==> config.mk <==
export PLATFORM = sky130hd
export DESIGN_NAME = pc_sequencer
export DESIGN_NICKNAME = d
export VERILOG_FILES = /design/src/rtl/pc_pkg.sv /design/src/rtl/pc_next_mux.sv /design/src/rtl/pc_sequencer.sv
export SDC_FILE = /design/constraint.sdc
export NUM_CORES = 1
export LEC_CHECK = 0
export CORE_MARGIN = 10
export CORE_UTILIZATION = 44
export DETAILED_ROUTE_END_ITERATION = 6
export GPL_TIMING_DRIVEN = 0
export PLACE_DENSITY_LB_ADDON = 0.25
export SLEW_MARGIN = 25
export SYNTH_ARGS = -nofsm -noshare
export SYNTH_HDL_FRONTEND = slang
export SYNTH_HIERARCHICAL = 1
export SYNTH_SLANG_ARGS = --single-unit
==> constraint.sdc <==
create_clock -name clk -period 2.11 [get_ports clk]
set_input_delay 0.422 -clock clk [delete_from_list [all_inputs] [get_ports clk]]
set_output_delay 0.422 -clock clk [all_outputs]
set_load 0.05 [all_outputs]
==> src/rtl/pc_pkg.sv <==
// Shared definitions for the program-counter sequencer: the control state
// encoding and the default boot, exception and increment constants.
// Build option: define PC_ALIGN_CHECK_EN to turn misaligned redirects into
// alignment faults instead of silently clearing the low address bits.
package pc_pkg;

  typedef enum logic [1:0] {
    BOOT    = 2'd0,
    RUN     = 2'd1,
    HANDLER = 2'd2
  } pc_state_t;

  localparam logic [31:0] DEF_RESET_VEC = 32'h0040_0000;
  localparam logic [31:0] DEF_EXC_VEC   = 32'h0040_0180;
  localparam int          DEF_PC_INC    = 4;

endpackage

==> src/rtl/pc_next_mux.sv <==
// Combinational next-state selection for the sequencer: decides where the
// PC goes next, what gets saved as the exception return address and which
// control state follows, in strict priority order.
// Build option: PC_ALIGN_CHECK_EN enables misaligned-redirect faulting.
module pc_next_mux
  import pc_pkg::*;
#(
  parameter int          N       = 32,
  parameter logic [N-1:0] EXC_VEC = DEF_EXC_VEC[N-1:0],
  parameter int          PC_INC  = DEF_PC_INC
) (
  input  pc_state_t      i_state,
  input  logic [N-1:0]   i_pc,
  input  logic [N-1:0]   i_epc,
  input  logic           i_stall,
  input  logic           i_redirectVld,
  input  logic [N-1:0]   i_redirectPc,
  input  logic           i_excReq,
  input  logic           i_eret,
  output logic [N-1:0]   o_nextPc,
  output logic [N-1:0]   o_nextEpc,
  output pc_state_t      o_nextState,
  output logic           o_nextAlignFault
);

  localparam logic [N-1:0] ALIGN_MASK = {{(N-2){1'b1}}, 2'b00};

  logic [N-1:0] w_redirAligned;
  logic [N-1:0] w_pcSeq;
`ifdef PC_ALIGN_CHECK_EN
  logic         w_misaligned;
  assign w_misaligned = |i_redirectPc[1:0];
`endif

  assign w_redirAligned = i_redirectPc & ALIGN_MASK;
  assign w_pcSeq        = i_pc + N'(PC_INC);

  // Priority select: exception entry, then return, then redirect, then step, else hold
  always_comb begin
    o_nextPc         = i_pc;
    o_nextEpc        = i_epc;
    o_nextState      = i_state;
    o_nextAlignFault = 1'b0;
    case (i_state)
      BOOT: begin
        o_nextState = RUN;
      end
      RUN: begin
        if (i_excReq) begin
          o_nextEpc   = i_pc;
          o_nextPc    = EXC_VEC;
          o_nextState = HANDLER;
        end else if (i_redirectVld && !i_stall) begin
`ifdef PC_ALIGN_CHECK_EN
          if (w_misaligned) begin
            o_nextEpc        = i_redirectPc;
            o_nextPc         = EXC_VEC;
            o_nextState      = HANDLER;
            o_nextAlignFault = 1'b1;
          end else begin
            o_nextPc = w_redirAligned;
          end
`else
          o_nextPc = w_redirAligned;
`endif
        end else if (!i_stall) begin
          o_nextPc = w_pcSeq;
        end
      end
      HANDLER: begin
        if (i_eret) begin
          o_nextPc    = i_epc;
          o_nextState = RUN;
        end else if (i_redirectVld && !i_stall) begin
          o_nextPc = w_redirAligned;
`ifdef PC_ALIGN_CHECK_EN
          o_nextAlignFault = w_misaligned;
`endif
        end else if (!i_stall) begin
          o_nextPc = w_pcSeq;
        end
      end
      default: begin
        o_nextState = BOOT;
      end
    endcase
  end

endmodule

==> src/rtl/pc_sequencer.sv <==
// Program-counter sequencer: holds the fetch PC driving the instruction ROM
// and layers stall, branch/jump redirect, exception entry and ERET return on
// top of the plain sequential increment. Boots from the ROM base address.
// Build option: PC_ALIGN_CHECK_EN enables the align_fault pulse.
module pc_sequencer
  import pc_pkg::*;
#(
  parameter int           N         = 32,
  parameter logic [N-1:0] RESET_VEC = DEF_RESET_VEC[N-1:0],
  parameter logic [N-1:0] EXC_VEC   = DEF_EXC_VEC[N-1:0],
  parameter int           PC_INC    = DEF_PC_INC
) (
  input  logic         clk,
  input  logic         reset,
  input  logic         stall,
  input  logic         redirect_vld,
  input  logic [N-1:0] redirect_pc,
  input  logic         exc_req,
  input  logic         eret,
  output logic [N-1:0] pc,
  output logic [N-1:0] pc_plus_inc,
  output logic         pc_valid,
  output logic [N-1:0] epc,
  output logic         in_handler,
  output logic         align_fault
);

  pc_state_t    r_state;
  logic [N-1:0] r_pc;
  logic [N-1:0] r_epc;
  logic         r_pcValid;
  logic         r_alignFault;

  pc_state_t    w_nextState;
  logic [N-1:0] w_nextPc;
  logic [N-1:0] w_nextEpc;
  logic         w_nextAlignFault;

  pc_next_mux #(
    .N       (N),
    .EXC_VEC (EXC_VEC),
    .PC_INC  (PC_INC)
  ) u_nextMux (
    .i_state          (r_state),
    .i_pc             (r_pc),
    .i_epc            (r_epc),
    .i_stall          (stall),
    .i_redirectVld    (redirect_vld),
    .i_redirectPc     (redirect_pc),
    .i_excReq         (exc_req),
    .i_eret           (eret),
    .o_nextPc         (w_nextPc),
    .o_nextEpc        (w_nextEpc),
    .o_nextState      (w_nextState),
    .o_nextAlignFault (w_nextAlignFault)
  );

  // State registers; reset wins over everything and discards any saved return PC
  always_ff @(posedge clk) begin
    if (reset) begin
      r_state      <= BOOT;
      r_pc         <= RESET_VEC;
      r_epc        <= '0;
      r_pcValid    <= 1'b0;
      r_alignFault <= 1'b0;
    end else begin
      r_state      <= w_nextState;
      r_pc         <= w_nextPc;
      r_epc        <= w_nextEpc;
      r_pcValid    <= 1'b1;
      r_alignFault <= w_nextAlignFault;
    end
  end

  assign pc          = r_pc;
  assign pc_plus_inc = r_pc + N'(PC_INC);
  assign pc_valid    = r_pcValid;
  assign epc         = r_epc;
  assign in_handler  = (r_state == HANDLER);
  assign align_fault = r_alignFault;

endmodule
==> metrics, run 1 <==
outcome=finished, violations left; failing checks=setup timing; TritonCTS buffer count=9; layout cell share with drive strength beyond 1=between 30% and 40%; critical path class=flop to output port; final number of setup-violating endpoints=25; # diodes=0; first-pass GRT wire length=about 29 mm; H-tree levels=3; DIE WIDTH=124 um; Post-Syn Area=4780 um2; hold crit path type=input port to flop; #FFs+latches synth=roughly 70; HPWL after DPL=13.5 mm; most used flip-flop cell after synthesis=dfxtp_1; Register Area=approximately 1500 um2; Clock transition at path regs=roughly 0.080 ns; commonest non-fill, non-tap cell in the layout=clkdlybuf4s50_1; Seq/Total Area, Yosys=between 20 and 30%; Slew @ Worst Pin=0.579 ns; met2 GRT Util=approximately two fifths; Slew headroom=between 60% and 70%; Residual DRC=0; Fmax achieved=roughly 0.38 GHz; Worst setup EP type=output port; total grt overflow=0; CTS Sinks=approximately 70; P&R area growth vs syn=61.6%; initial core utilization=~45%; Syn Nets=about 640; initial antenna violation count=0; drt wl/cell=about 21 um; worst vdd ir=approximately 0.54 mV; met1 Track Usage GR=27.9%; yosys warns=6; I/O Pins=around 140; DRT iter0 DRCs=~530; cell count after synthesis=slightly below 600; GR Util met3=under 10%; most used routing layer in global routing=met2; Crit Path Max Fanout=3; Post-synth ARST share=0%; Cells after DPL=864; clk root buf=clkbuf_8; Vias/cell=between 5 and 6; clk_skew=between 0.009 and 0.01 ns; Worst-Skew Late Latency=roughly 0.36 ns; max cap viols=0; dpl ws=-0.942 ns; final hold vios=0; cts hold-fix bufs=0; Power Density=~580 nW/um2; most frequent cells in the layout=clkdlybuf4s50_1 (87), nor2b_1 (70), nand2_1 (47); Fillers=between 800 and 900; core area=approximately 11000 um2; final wirelength=19.0 mm; DRT antenna net count=0; total power=roughly 4.5 mW; die footprint=between 15000 and 20000 um2; Vias=approximately 5300; fin util=roughly 72%; Layout Nets=between 800 and 900; count of cell types in the netlist=between 60 and 70; Leakage Power=3.41 nW; Post-DP Area=slightly below 7000 um2; setup_tns=-7.48 ns; Critical Path Start Type=flop; largest net degree at the start of global routing=14; Worst EP required=approximately 1.7 ns; Final min period=2.61 ns; Die H=approximately 120 um; Hold WS=roughly 0.44 ns; vias in the first global route=between 5000 and 6000; Multi-input gate area=approximately 3800 um2; fin worst setup slack=-0.498 ns; fin. max-slew vios=0; GRT Overall Usage=a little under a quarter; gp weighted congestion=approximately 0.93; post-route cell area=about 7700 um2; # rows=38; Arrival @ worst endpoint=about 2.2 ns; Tcrit/Tclk final=124%; Final Non-Filler Cells=between 900 and 1000; Max clock buf depth=2; RSZ-0062 raised after global routing=yes; EDFF count, synth=0; DRT Pass-1 Iters=5; syn avg cell area=8.09 um2; clock tree from TritonCTS=built; count of input and output buffers=around 130
[sequential cells by signal, summed over array words and instances, names as in the netlist]
| register | cells |
|---|---|
| epc | 32 |
| pc | 32 |
| r_state | 2 |
| align_fault | 1 |
| pc_valid | 1 |
[path summary, 6_finish.rpt]
path | startpoint | end | slack, ns | depth (start not counted)
max | pc[2]$_SDFF_PP0_ | pc_plus_inc[24] | -0.50 | 9
min | reset | pc_valid$_DFF_P_ | 0.44 | 2
max reg2reg | pc[2]$_SDFF_PP0_ | pc[20]$_SDFF_PP0_ | -0.01 | 10
min reg2reg | epc[6]$_SDFF_PP0_ | pc[6]$_SDFF_PP0_ | 0.60 | 3
[metal layers]
metal / vias up / part of all wire (%)
met2: 285 / 49
li1: 2454 / -
met1: 2552 / 40
met5: - / 0
met3: 35 / 8.0
met4: 0 / 2.2
[kinds of logic (layout without fill, tap and decap cells)]
logic type                 count (synthesis)  after routing  synth area share [%]
and+or+nand+nor                          285            285                  34.9
buffers and inverters                     60            244                  5.65
DFF                                       68             68                  28.5
adders and majority gates                  6              6                  1.57
other                                      1              1                0.0784
AOI/OAI and AO/OA                        100            100                  14.7
xor gates and xnor gates                  40             40                  7.33
muxes                                     31             31                  7.25
[layout make-up]
cell class	count	area share [%]
clock inverter	5	1.05
inverter	16	0.809
buffer	42	3.63
tap	140	2.27
sequential	68	18.8
timing repair buffer	170	22.1
multi-input combinational	463	49.2
clock buffer	11	2.10
[what timing repair did]
action	4_1_cts	5_1_grt
setup buffers	12	27
pin swaps	12	29
gates resized for setup	237	92
setup endpoints to repair	71	77
[worst max-delay path, stage by stage (launching register included)]
cell     delay, ns
dfxtp_4       0.39
ha_4          0.14
and4_1        0.20
buf_6         0.12
nand4_4       0.16
buf_12        0.19
buf_6         0.11
nor3_4        0.20
xor2_4        0.16
buf_6         0.17
[report_power, final]
part | total, mW | internal (mW) | switching [mW]
Clock | 1.31 | 0.769 | 0.544
Sequential | 1.52 | 1.36 | 0.159
Combinational | 1.64 | 0.619 | 1.02
[cell usage after synthesis (6+ instances only)]
| library cell | number | area, um2 |
|---|---|---|
| buf_2 | 9 | 45.0 |
| o21ai_0 | 23 | 115 |
| nor2_1 | 49 | 184 |
| a221oi_1 | 6 | 52.6 |
| nand3_1 | 27 | 135 |
| xnor2_1 | 23 | 201 |
| a21oi_1 | 15 | 75.1 |
| nand4_1 | 8 | 50.1 |
| nor2b_1 | 70 | 438 |
| inv_1 | 15 | 56.3 |
| and4_1 | 8 | 70.1 |
| clkbuf_1 | 23 | 86.3 |
| xor2_1 | 17 | 149 |
| a211oi_1 | 6 | 45.0 |
| and3_1 | 16 | 100 |
| nand2_1 | 50 | 188 |
| nor4_2 | 8 | 100 |
| mux2_2 | 29 | 327 |
| a211o_1 | 6 | 52.6 |
| ha_1 | 6 | 75.1 |
| nor3_1 | 14 | 70.1 |
| dfxtp_1 | 68 | 1360 |
Power figures use the tool's default switching activity.
==> run 2: changes to the inputs <==
REMOVE_ABC_BUFFERS = 1   (was unset)
==> run 2 against run 1 <==
The flow still finishes with violations (setup timing). Clock-buffer cell count unchanged. Non-clock buffer count down 30. Worst hold slack improved by 0.084 ns. Sequential share of layout area rose by 1.5 points. Core utilization fell by 5.3 points.
==> metrics, run 2 (synthesized netlist as in run 1, its figures left out) <==
clk root buf=clkbuf_8 (unchanged); fin worst setup slack=-0.341 ns (was -0.498 ns); outcome=finished, violations left (unchanged); Clock transition at path regs=0.07 ns (was 0.08 ns); layout cell share with drive strength beyond 1=29.3% (was 33.2%); max cap viols=0 (unchanged); vias in the first global route=5126 (was 5139); gp weighted congestion=0.803 (was 0.927); first-pass GRT wire length=27.8 mm (was 29.0 mm); DRT antenna net count=0 (unchanged); die footprint=15400 um2 (unchanged); count of input and output buffers=134 (was 133); fin util=66.6% (was 71.9%); RSZ-0062 raised after global routing=yes (unchanged); I/O Pins=137 (unchanged); critical path class=flop to output port (unchanged); Slew @ Worst Pin=0.630 ns (was 0.579 ns); H-tree levels=3 (unchanged); drt wl/cell=20.9 um (was 20.8 um); Worst EP required=1.69 ns (about the same); HPWL after DPL=11.2 mm (was 13.5 mm); Leakage Power=3.12 nW (was 3.41 nW); Critical Path Start Type=flop (unchanged); P&R area growth vs syn=49.6% (was 61.6%); Fmax achieved=0.408 GHz (was 0.383 GHz); DIE WIDTH=124 um (unchanged); CP peak stage delay=0.38 ns (was 0.39 ns); most frequent cells in the layout=clkdlybuf4s50_1 (82), nor2b_1 (68), buf_4 (59) (was clkdlybuf4s50_1 (87), nor2b_1 (70), nand2_1 (47)); worst vdd ir=0.488 mV (was 0.539 mV); cell at the slowest stage of the critical path=dfxtp_4 (unchanged); core area=10700 um2 (unchanged); dpl ws=-1.33 ns (was -0.942 ns); # diodes=0 (unchanged); GRT Overall Usage=21.5% (was 22.8%); Worst-Skew Late Latency=0.35 ns (was 0.36 ns); Worst setup EP type=output port (unchanged); clk_skew=0.0123 ns (was 0.00948 ns); setup_tns=-4.97 ns (was -7.48 ns); Layout Nets=787 (was 814); Hold WS=0.526 ns (was 0.442 ns); Die H=124 um (unchanged); DRT iter0 DRCs=498 (was 533); Vias=5311 (was 5326); final wirelength=18.6 mm (was 19.0 mm); Vias/cell=5.98 (was 5.82); Final min period=2.45 ns (was 2.61 ns); Residual DRC=0 (unchanged); clock tree from TritonCTS=built (unchanged); failing checks=setup timing (unchanged); final hold vios=0 (unchanged); Max clock buf depth=2 (unchanged); Arrival @ worst endpoint=2.03 ns (was 2.19 ns); Power Density=603 nW/um2 (was 578 nW/um2); largest net degree at the start of global routing=68 (was 14); Slew headroom=58.0% (was 61.4%); path depth of the worst reg2reg path=8 (was 10); CP cell instances=ha_4, and4_4, nand4_4, buf_6, nor3_2, xor2_1, buf_4 (was ha_4, and4_1, buf_6, nand4_4, buf_12, buf_6, nor3_4, xor2_4, buf_6); fin. max-slew vios=0 (unchanged); Crit Path Max Fanout=4 (was 3); commonest non-fill, non-tap cell in the layout=clkdlybuf4s50_1 (unchanged); hold path cells=3 (was 2); initial antenna violation count=0 (unchanged); hold crit path type=input port to flop (unchanged); CTS Sinks=68 (unchanged); final number of setup-violating endpoints=27 (was 25); Tcrit/Tclk final=116% (was 124%); TritonCTS buffer count=9 (unchanged); DRT Pass-1 Iters=6 (was 5); initial core utilization=44.5% (unchanged); # rows=38 (unchanged); total grt overflow=0 (unchanged)
==> run 2: timing repair <==
| action | in CTS | in global routing |
|---|---|---|
| setup buffers | 16 | 27 |
| gates resized for setup | 265 | 49 |
| pin swaps | 15 | 14 |
| hold buffers | 0 | 0 |
| setup endpoints to repair | 89 | 44 |
| endpoints found under the hold margin | 0 | 0 |
| gates cloned | 3 | 1 |
==> run 2: through the flow <==
step           std cells  cell area [um2]  power, mW
4_1_cts              860             6790       4.22
3_5_place_dp         825             6180       2.95
2_1_floorplan        547             4570       2.40
5_1_grt              888             7160       4.47
3_3_place_gp         821             6090       2.89
6_report             888             7160       4.32
==> run 2: path summary, 6_finish.rpt <==
kind | start | end | slack (ns)
max | pc[3]$_SDFF_PP0_ | pc_plus_inc[22] | -0.34
min | reset | pc_valid$_DFF_P_ | 0.53
min reg2reg | epc[16]$_SDFF_PP0_ | epc[16]$_SDFF_PP0_ | 0.60
max reg2reg | pc[2]$_SDFF_PP0_ | pc[20]$_SDFF_PP0_ | -0.12
==> run 2: metal layers <==
| layer | vias to the layer above | share of wire [%] | wire length [um] | global-route usage (%) |
|---|---|---|---|---|
| met4 | 0 | 2.7 | 502 | 7.61 |
| met2 | 324 | 47 | 8640 | 34.7 |
| met5 | - | 0 | 0 | 0 |
| met3 | 41 | 10 | 1860 | 6.43 |
| li1 | 2409 | - | - | - |
| met1 | 2537 | 41 | 7560 | 26.4 |
==> run 2: critical path, delay by kind of cell, from the launching register on <==
family	cells	cell delay, ns
XOR/XNOR	1	0.16
flip-flops	1	0.38
buffers and inverters	2	0.40
adder cells (fa/ha/maj)	1	0.14
AND/OR/NAND/NOR	3	0.60
==> run 2: layout make-up <==
cell class / count / area [um2]
fillers: 904 / 3590
multi-input cells: 466 / 3500
repair buffers: 182 / 1740
flip-flops and latches: 68 / 1460
well taps: 140 / 175
clock buffers: 11 / 141
clock inverters: 5 / 75.1
inverters: 16 / 67.6
==> run 2: power breakdown <==
group	total (mW)	switching (mW)	internal [mW]
sequential	1.49	0.136	1.36
combinational	1.60	1.01	0.595
clock	1.22	0.530	0.693
